===== src/rtl/trace_collector_if.sv =====
// Trace collector stream bundle: trace entries in, packed kept entries out to the host.
interface trace_collector_if #(parameter int PC_WIDTH = 64);
  logic                   in_valid;
  logic [PC_WIDTH-1:0]    in_pc;
  logic [31:0]            in_instr;
  logic                   drop_instr;
  logic                   out_valid;
  logic                   out_ready;
  logic [PC_WIDTH+63:0]   out_data;

  modport master (output in_valid, in_pc, in_instr, drop_instr, out_ready,
                  input  out_valid, out_data);
  modport slave  (input  in_valid, in_pc, in_instr, drop_instr, out_ready,
                  output out_valid, out_data);
endinterface


===== src/rtl/trace_collector.sv =====
// Tags kept trace entries with the count of dropped instructions since the last
// kept one and buffers them in a FIFO drained over a valid/ready stream.
module trace_collector #(
  parameter int FIFO_DEPTH = 16,
  parameter int PC_WIDTH   = 64
) (
  input  logic                          clk,
  input  logic                          rst,
  input  logic                          en,
  trace_collector_if.slave              bus,
  output logic [$clog2(FIFO_DEPTH):0]   occupancy,
  output logic [31:0]                   lost_count
);
  localparam int AW = $clog2(FIFO_DEPTH);
  localparam logic [AW:0] DEPTH_C = (AW+1)'(FIFO_DEPTH);

  typedef struct packed {
    logic [PC_WIDTH-1:0] pc;
    logic [31:0]         instr;
    logic [15:0]         skip;
    logic [14:0]         zero;
    logic                ovf;
  } entry_t;

  entry_t         mem [FIFO_DEPTH];
  entry_t         entry;
  logic [AW-1:0]  rd_ptr, wr_ptr;
  logic [15:0]    skip_cnt;
  logic           ovf_pending;
  logic           q, keep, pop, push, reject;

  assign q      = en & bus.in_valid;
  assign keep   = q & ~bus.drop_instr;
  assign pop    = bus.out_valid & bus.out_ready;
  // A full FIFO still takes the push when the head leaves in the same cycle.
  assign push   = keep & ((occupancy < DEPTH_C) | pop);
  assign reject = keep & ~push;

  assign entry = '{pc: bus.in_pc, instr: bus.in_instr, skip: skip_cnt,
                   zero: '0, ovf: ovf_pending};

  assign bus.out_valid = (occupancy != '0);
  assign bus.out_data  = bus.out_valid ? mem[rd_ptr] : '0;

  always_ff @(posedge clk) begin
    if (push) mem[wr_ptr] <= entry;
  end

  always_ff @(posedge clk) begin
    if (rst) begin
      rd_ptr      <= '0;
      wr_ptr      <= '0;
      occupancy   <= '0;
      lost_count  <= '0;
      skip_cnt    <= '0;
      ovf_pending <= 1'b0;
    end else begin
      if (push) wr_ptr <= wr_ptr + AW'(1);
      if (pop)  rd_ptr <= rd_ptr + AW'(1);
      if (push && !pop)      occupancy <= occupancy + 1'b1;
      else if (!push && pop) occupancy <= occupancy - 1'b1;

      if (push) begin
        skip_cnt    <= '0;
        ovf_pending <= 1'b0;
      end else if (q && (bus.drop_instr || reject)) begin
        // A lost kept entry is reported to the host as one more skipped instruction.
        if (skip_cnt != 16'hFFFF) skip_cnt <= skip_cnt + 16'd1;
      end
      if (reject) begin
        ovf_pending <= 1'b1;
        if (lost_count != 32'hFFFF_FFFF) lost_count <= lost_count + 32'd1;
      end
    end
  end
endmodule


===== src/flat_wrapper.sv =====
// flat-port wrapper written by rule: the top's interface ports become plain ports
module trace_collector_flat 
#(
  parameter int FIFO_DEPTH = 16,
  parameter int PC_WIDTH   = 64
)
  (clk, rst, en, occupancy, lost_count, bus_in_valid, bus_in_pc, bus_in_instr, bus_drop_instr, bus_out_ready, bus_out_valid, bus_out_data);
  trace_collector_if #(.PC_WIDTH(PC_WIDTH)) bus_i ();
  input  logic clk;
  input  logic rst;
  input  logic en;
  output logic [$clog2(FIFO_DEPTH):0] occupancy;
  output logic [31:0] lost_count;
  input wire logic [$bits(bus_i.in_valid)-1:0] bus_in_valid;
  input wire logic [$bits(bus_i.in_pc)-1:0] bus_in_pc;
  input wire logic [$bits(bus_i.in_instr)-1:0] bus_in_instr;
  input wire logic [$bits(bus_i.drop_instr)-1:0] bus_drop_instr;
  input wire logic [$bits(bus_i.out_ready)-1:0] bus_out_ready;
  output wire logic [$bits(bus_i.out_valid)-1:0] bus_out_valid;
  output wire logic [$bits(bus_i.out_data)-1:0] bus_out_data;
  assign bus_i.in_valid = bus_in_valid;
  assign bus_i.in_pc = bus_in_pc;
  assign bus_i.in_instr = bus_in_instr;
  assign bus_i.drop_instr = bus_drop_instr;
  assign bus_i.out_ready = bus_out_ready;
  assign bus_out_valid = bus_i.out_valid;
  assign bus_out_data = bus_i.out_data;
  trace_collector #(.FIFO_DEPTH(FIFO_DEPTH), .PC_WIDTH(PC_WIDTH)) u_core (.clk(clk), .rst(rst), .en(en), .bus(bus_i), .occupancy(occupancy), .lost_count(lost_count));
endmodule

===== config.mk =====
export PLATFORM = sky130hd
export DESIGN_NAME = trace_collector_flat
export DESIGN_NICKNAME = d
export VERILOG_FILES = /design/src/rtl/trace_collector_if.sv /design/src/rtl/trace_collector.sv /design/src/flat_wrapper.sv
export SDC_FILE = /design/constraint.sdc
export NUM_CORES = 1
export LEC_CHECK = 0
export CORE_MARGIN = 1
export CORE_UTILIZATION = 51
export CTS_CLUSTER_DIAMETER = 50
export DETAILED_ROUTE_END_ITERATION = 12
export GPL_ROUTABILITY_DRIVEN = 1
export PLACE_DENSITY = 0.71
export SLEW_MARGIN = 10
export SYNTH_ARGS = -nofsm -noshare
export SYNTH_HDL_FRONTEND = slang
export SYNTH_SLANG_ARGS = --single-unit

===== constraint.sdc =====
create_clock -name clk -period 12.4 [get_ports clk]
set_input_delay 3.1 -clock clk [delete_from_list [all_inputs] [get_ports clk]]
set_output_delay 3.1 -clock clk [all_outputs]
set_load 0.02 [all_outputs]

# Yosys cells after proc, flatten, opt, wreduce, memory -nomap -nowiden
# Memory sizes are Yosys's and may differ from the RTL's. A register that Yosys moved wholly into a read port is not among the register bits.
# Cells that the tools add are included.
# classes
addsub,6
mul,0
div_mod_pow,0
magnitude_cmp,1
n_eq_ne,2
shifts,0
n_mux,9
bitwise,8
reduce_logical,12
# op_table
operator,count
$mux 128,1
$add 32x1->32 const B,1
$ne 32x32->1 const B,1
$add 16x1->16 const B,1
$ne 16x16->1 const B,1
$mux 5,2
$add 4x1->4 const B,2
$mux 4,2
$add 5x1->5 const B,1
$and 1x1->1,5
$lt 5x5->1 const B,1
$reduce_bool 5->1,1
$sub 5x1->5 const B,1
$mux 1,4
$reduce_and 2->1,2
$reduce_bool 2->1,2
$logic_and 1x1->1,3
$logic_not 1->1,2
$not 1->1,2
$reduce_or 2->1,1
$logic_or 1x1->1,1
$or 1x1->1,1
# word_totals
register_bits,62
latch_bits,0
ram_bits,1808
romBits,0
in_bits,102
out_inout_bits,166
word_cells,45
mem_count,1
# memory_table
name,depth,word_bits,read_ports,rd_clocked_by_memory_dff,write_ports,line_no,rtl
u_core.mem,16,113,1,1,1,trace_collector.sv:25,entry_t mem [FIFO_DEPTH];

# Logic depth before layout (Yosys ltp)
# Gate-level depths: netlist of run 1.
# depth
ltp_word,9
depth_mapped,12
ltp_nobuf,11

# Least setup slack after synthesis of run 1
# Ideal clock, no wire load.
# synth_timing
path_kind,in2reg
from,input bus_drop_instr
to,"memory u_core.mem[3][0] in the netlist's numbering, enable pin"
setup_ns,0.723
arrival_ns,11.543
t_required_ns,11.677
path_slack_ns,0.134
path_stages,5
n_path_buf,1
cell_sequence,nand3b_1 > nor2_1 > clkbuf_1 > nand2_1 > nor3_1
# synth_via
elab_chain_len,5
# synth_rtl
element,line_no,rtl
from (decl),flat_wrapper.sv:17,input wire logic [$bits(bus_i.drop_instr)-1:0] bus_drop_instr;
$not 1->1,trace_collector.sv:33,assign keep = q & ~bus.drop_instr;
$and 1x1->1,trace_collector.sv:33,
$and 1x1->1,trace_collector.sv:36,assign push = keep & ((occupancy < DEPTH_C) | pop);
named net u_core.push,trace_collector.sv:30,"logic q, keep, pop, push, reject;"
$mux 1,trace_collector.sv:46,if (push) mem[wr_ptr] <= entry;
$mux 1 (implied by the code),trace_collector.sv:46,
to (decl),trace_collector.sv:25,
# The timed path passes the listed nets, and every way through them passes these cells.

==> results of run 1 <==
[critical path, cell delays in order, from the launching register on]
cell and delay, ps:
dfxtp_4 880, buf_4 720, buf_12 680, mux4_2 430, mux4_2 520, and2_1 170
clkdlybuf4s50_1 540
[cells in the mapped netlist (all sizes together), types with 4 or more instances]
cell type and number:
edfxtp 1808, mux4 565, and2 116, clkbuf 87, buf 82, dfxtp 66
nor2 50, nand2 37, a21oi 36, o21ai 21, nand3 19, nand4 19
or3 19, xnor2 16, nor4 13, nor3 12, o31ai 12, or4 12
ha 11, inv 8, xor2 6, and4 5, a211oi 4, nand2b 4
nor2b 4
[through the flow]
step / power [W] / worst slack (ps)
floorplan: 0.00884 / 134
global placement: 0.00977 / 5130
detailed placement: 0.00978 / 5140
CTS: 0.0152 / 4250
global route: 0.0156 / 4070
finish: 0.0151 / 4330
[cell type report]
type | count | area (um2) | area share [%]
antenna | 3 | 7.51 | 0.00908
clock buffer | 221 | 4810 | 5.81
clock inverter | 127 | 1130 | 1.37
inverter | 8 | 30.0 | 0.0363
multi-input combinational | 1024 | 15600 | 18.9
sequential | 1874 | 55600 | 67.3
tap | 1876 | 2350 | 2.84
timing repair buffer | 299 | 3080 | 3.73
[logic make-up after synthesis]
| family | count (synthesis) |
|---|---|
| flops | 1874 |
| mux | 571 |
| compound gates | 85 |
| buf+inv | 177 |
| simple gates | 319 |
| xor+xnor | 22 |
| other cells | 1 |
| fa+ha+maj | 12 |
[per-layer routing]
layer	track usage, %	vias up	share of wire, %
li1	-	13700	-
met2	34.7	1285	49
met1	32.5	17800	42
met4	5.35	20	1.7
met3	4.78	214	7.5
met5	0	-	0.074
[flip-flops by register name (all words and copies together) (netlist names), named ones only]
| name | cells |
|---|---|
| u_core.mem | 1808 |
| u_core.lost_count | 32 |
| u_core.skip_cnt | 16 |
| u_core.occupancy | 5 |
| u_core.rd_ptr | 4 |
| u_core.wr_ptr | 4 |
| u_core.ovf_pending | 1 |
[report_power, final]
part / total [W] / internal [W] / switching, W
combinational: 0.00259 / 0.00131 / 0.00128
clock: 0.00546 / 0.00310 / 0.00236
sequential: 0.00702 / 0.00696 / 0.0000576
[worst max path at each step]
stage / start / endpoint / slack (ps) / cells past startpoint
3_3_place_gp: flip-flop / bus_out_data[41] / 5130 / 6
2_1_floorplan: bus_drop_instr / u_core.mem[3][0] / 130 / 5
5_1_grt: flip-flop / bus_out_data[110] / 4070 / 6
4_1_cts: flip-flop / bus_out_data[110] / 4250 / 6
6_report: flip-flop / bus_out_data[51] / 4330 / 6
3_5_place_dp: bus_drop_instr / u_core.mem[9][41] / 5140 / 7
[placed cells by master (no fill, tap or decap), types with 27 or more instances in the layout]
master              n
and2_1            116
a21oi_1            27
clkdlybuf4s50_1   251
clkinv_2           32
edfxtp_1         1808
clkbuf_16         187
nor2_1             38
dfxtp_1            62
mux4_2            565
clkinv_1           49
buf_4              30
clkbuf_1           34
nand2_1            36
==> qor.txt, run 1 <==
Final Hold Violating Endpoints -> 0
Unique cell type count in the Yosys netlist -> 53
Util after Layout -> 59.2%
Top area cells in the synthesized netlist -> edfxtp_1, mux4_2, dfxtp_1
Placed wire-length estimate -> 73,700 um
Synthesized area -> 71,900 um2
# IOs -> 268
Dpl cell area -> 76,700 um2
Die X -> 377 um
DR vias/cell -> 6.08
Die area -> 142,000 um2
Slew HR -> 21.9%
CTS Sinks -> 1,874
Final #Nets -> 3,508
Main flop type after synthesis -> edfxtp_1
Layout cell share with drive strength beyond 1 -> 25.8%
Final setup fails -> 0
Largest net degree at the start of global routing -> 161
Synthesis Warnings -> 0
Fillers -> 9,645
Lkg Pwr -> 25.2 nW
Worst hold slack -> 492 ps
Xor-xnor portion of the synthesized cell area -> 0.268%
Largest family of logic cells by synthesized area -> multiplexers
Cell Pwr Density -> 182 nW/um2
WL per Instance -> 28.8 um
Initial drt markers -> 3,707
Vias in the first global route -> 33,800
Peak supply drop -> 0.000118 V
1st-pass router iterations -> 7
Adder-cell area share of the yosys netlist -> 0.219%
Crit Reg-Reg Endpoint -> u_core.mem[9][54]
Placed Instances -> 5,081
Residual DRC -> 0
Synth area leader -> edfxtp_1
Seq cells post-synth -> 1,874
Yosys top cell area share -> 75.5%
Worst path required time -> 9300 ps
CTS Root Cell -> clkbuf_16
FFs w/ async S/R, synth -> 0%
Port Buf Inserts -> 252
Final ANT Viol Nets -> 0
First-pass GRT wire length -> 228,000 um
Die H -> 377 um
Path type of the worst setup path -> reg -> out
Slew Limit Fails -> 0
Post-CTS sizing -> 0
Hold Path Stages -> 2
Post-route insts no fill -> 5,432
Post-CTS Setup Bufs -> 0
Syn Inst Count -> 3,061
CP endpoint kind -> primary output
Worst Reg-to-Reg Cells -> 6
Clock slew at reported path FFs -> 60 ps
Sequential share of the synthesized area -> 77.4%
# hold bufs at CTS -> 0
Skew-Pair Late Insertion Delay -> 820 ps
Post-synthesis mux area share -> 17.8%
Initial antenna violation count -> 15
Initial Util -> 51.5%
HP Start -> u_core.rd_ptr[3]
CTS Buf Count -> 187
RSZ-0062 raised after global routing -> false
Vias -> 33,000
Arr. time, crit path -> 4970 ps
H-tree levels -> 4
Worst min path class -> reg -> reg
Core Rows -> 137
Core Box Area -> 140,000 um2
Status -> complete, no violations
Final period utilization -> 65.1%
Max FO, Critical Path -> 143
EDFF count, synth -> 1,808
R2R Setup Slk -> 8600 ps
FMAX -> 124 MHz
Minimum clock period -> 8070 ps
Startpoint Class -> flip-flop
Gp weighted congestion -> 0.737
Max cap viols -> 0
GRT Overall Usage -> 22.2%
CTS tree -> yes
Area growth from synthesis to layout -> 15.0%
Synth Area in Compound Gates -> 0.768%
Total Routed Length -> 156,000 um
Area fraction in and, or, nand and nor cells after synthesis -> 2.47%
Slew @ Worst Pin -> 1170 ps
Longest Clk Path Bufs -> 3
Overflow after GRT -> 0
Fin area -> 82,700 um2
Syn_area_per_cell -> 23.5 um2
Final setup TNS -> 0 ps
RR Startpoint -> u_core.occupancy[4]
Clock skew -> 18.5 ps
(Power assumes the default switching activity.)
==> run 2, diff against run 1 <==
- PLACE_DENSITY: 0.71 -> 0.69
- clock period: 12.4 -> 7.8 ns (I/O delays scaled with it)
==> qor.txt, run 2 (same netlist as run 1, synthesis figures left out) <==
Area growth from synthesis to layout -> 15.7%
Clock network fraction of design power -> 36.6% (+0.4 points)
Overflow after GRT -> 0 (unchanged)
Biggest register -> u_core.mem
Status -> complete, no violations
HP Start -> u_core.rd_ptr[1]
Core Box Area -> 140,000 um2 (unchanged)
DR vias/cell -> 6.08 (+0.13%)
# IOs -> 268 (unchanged)
GRT Overall Usage -> 22.7% (+0.43 points)
Slew HR -> 27.3% (+5.4 points)
Worst min path class -> reg -> reg
Post-CTS Setup Bufs -> 0 (unchanged)
CTS Root Cell -> clkbuf_16
Int Power -> 0.0182 W (+60%)
CTS Sinks -> 1,874 (unchanged)
H-tree levels -> 4 (unchanged)
Flip-flop count of the largest register after layout -> 1,808 (unchanged)
Skew-Pair Late Insertion Delay -> 820 ps (about the same)
Startpoint Class -> flip-flop
Die area -> 142,000 um2 (unchanged)
Net Switching -> 0.00597 W (+61%)
Port Buf Inserts -> 252 (unchanged)
Worst Reg-to-Reg Cells -> 5 (-1)
Final ANT Viol Nets -> 0 (unchanged)
Initial antenna violation count -> 16 (+1)
Gp weighted congestion -> 0.800 (+8.5%)
Final period utilization -> 79.5%
Peak supply drop -> 0.000210 V (+78%)
Max FO, Critical Path -> 79 (-45%)
Lkg Pwr -> 25.4 nW (+0.72%)
Worst path required time -> 5850 ps (-3450 ps)
Minimum clock period -> 6200 ps
Placed wire-length estimate -> 77,700 um (+5.4%)
# hold bufs at CTS -> 0 (unchanged)
CTS tree -> yes
1st-pass router iterations -> 5 (-2)
Final setup TNS -> 0 ps (unchanged)
Initial Util -> 51.5% (unchanged)
Final #Nets -> 3,523 (+0.43%)
Setup WS post-layout -> 1600 ps (-2730 ps)
Post-CTS sizing -> 0 (unchanged)
Slew Limit Fails -> 0 (unchanged)
Clock slew at reported path FFs -> 60 ps (about the same)
R2R Setup Slk -> 4330 ps (-4270 ps)
Die H -> 377 um (unchanged)
Die X -> 377 um (unchanged)
CP endpoint kind -> primary output
Clock skew -> 23.3 ps (+4.74 ps)
Switching part of the total -> 24.7% (+0.12 points)
Place WS -> 2010 ps (-3120 ps)
Hold Path Stages -> 2 (unchanged)
RSZ-0062 raised after global routing -> false
Crit Reg-Reg Endpoint -> u_core.mem[10][28]
Residual DRC -> 0 (unchanged)
Arr. time, crit path -> 4250 ps (-720 ps)
Vias in the first global route -> 34,800 (+3.0%)
Final Hold Violating Endpoints -> 0 (unchanged)
Core Rows -> 137 (unchanged)
Largest net degree at the start of global routing -> 114 (-29%)
First-pass GRT wire length -> 233,000 um (+2.1%)
RR Startpoint -> u_core.occupancy[4]
WL per Instance -> 29.2 um (+1.4%)
Sequential share of power -> 46.1% (-0.5 points)
Biggest regs -> u_core.mem: 1808 flops, u_core.lost_count: 32 flops, u_core.skip_cnt: 16 flops
FMAX -> 161 MHz
Max cap viols -> 0 (unchanged)
Path type of the worst setup path -> reg -> out
Cell Pwr Density -> 291 nW/um2 (+60%)
CTS Buf Count -> 192 (+2.7%)
Worst hold slack -> 514 ps (+21.4 ps)
Gate power share -> 17.3% (about the same)
Vias -> 33,200 (+0.55%)
Layout cell share with drive strength beyond 1 -> 26.3% (+0.58 points)
Commonest cells after routing, fill and taps aside -> edfxtp_1, mux4_2, clkdlybuf4s50_1
Initial drt markers -> 3,295 (-11%)
Longest Clk Path Bufs -> 3 (unchanged)
Final setup fails -> 0 (unchanged)
Total Routed Length -> 159,000 um (+1.9%)
Slew @ Worst Pin -> 1090 ps (-80.5 ps)
Commonest non-fill, non-tap cell in the layout -> edfxtp_1
Power Total -> 0.0242 W (+61%)
[run 2: layout make-up]
cell class | instances | area [um2]
fillers | 9542 | 56500
flip-flops and latches | 1874 | 55600
multi-input cells | 1024 | 15700
clock buffers | 234 | 5050
repair buffers | 309 | 3370
well taps | 1876 | 2350
clock inverters | 124 | 1090
inverters | 8 | 30.0
diodes | 6 | 15.0
[run 2: critical path: stages (launching register included)]
cell and delay [ps]:
dfxtp_4 900, buf_12 560, mux4_2 600, mux4_2 490, and2_1 270, clkdlybuf4s50_1 590
[run 2: worst max-delay path by stage]
stage / endpoint / slack [ps] / depth (start not counted)
CTS: bus_out_data[115] / 1430 / 5
global placement: u_core.mem[9][62] / 2040 / 6
detailed placement: u_core.mem[9][61] / 2010 / 6
global route: bus_out_data[115] / 1300 / 5
floorplan: u_core.mem[7][0] / -280 / 5
finish: bus_out_data[115] / 1600 / 5
[run 2: power by group through the flow]
| stage | combinational (W) | sequential (W) | clock (W) |
|---|---|---|---|
| floorplan | 0.00274 | 0.0113 | 0 |
| global placement | 0.00418 | 0.0114 | 0 |
| detailed placement | 0.00424 | 0.0114 | 0 |
| CTS | 0.00426 | 0.0112 | 0.00900 |
| global route | 0.00444 | 0.0112 | 0.00936 |
| finish | 0.00418 | 0.0112 | 0.00885 |
[run 2: through the flow]
stage          cells  area [um2]  utilization (%)
5_1_grt         5454       83200             59.5
3_5_place_dp    5090       77000             55.1
2_1_floorplan   3075       72000                -
3_3_place_gp    5090       77000             55.1
6_report        5455       83200             59.5
4_1_cts         5448       83100             59.5
[run 2: layer usage]
metal	up-vias	wire length, um	global-route usage, %	share of wire [%]
met2	1247	81100	37.7	51
met3	219	11700	4.82	7.4
met1	17900	63600	30.7	40
met4	12	2810	5.86	1.8
li1	13800	-	-	-
met5	-	66	0	0.041
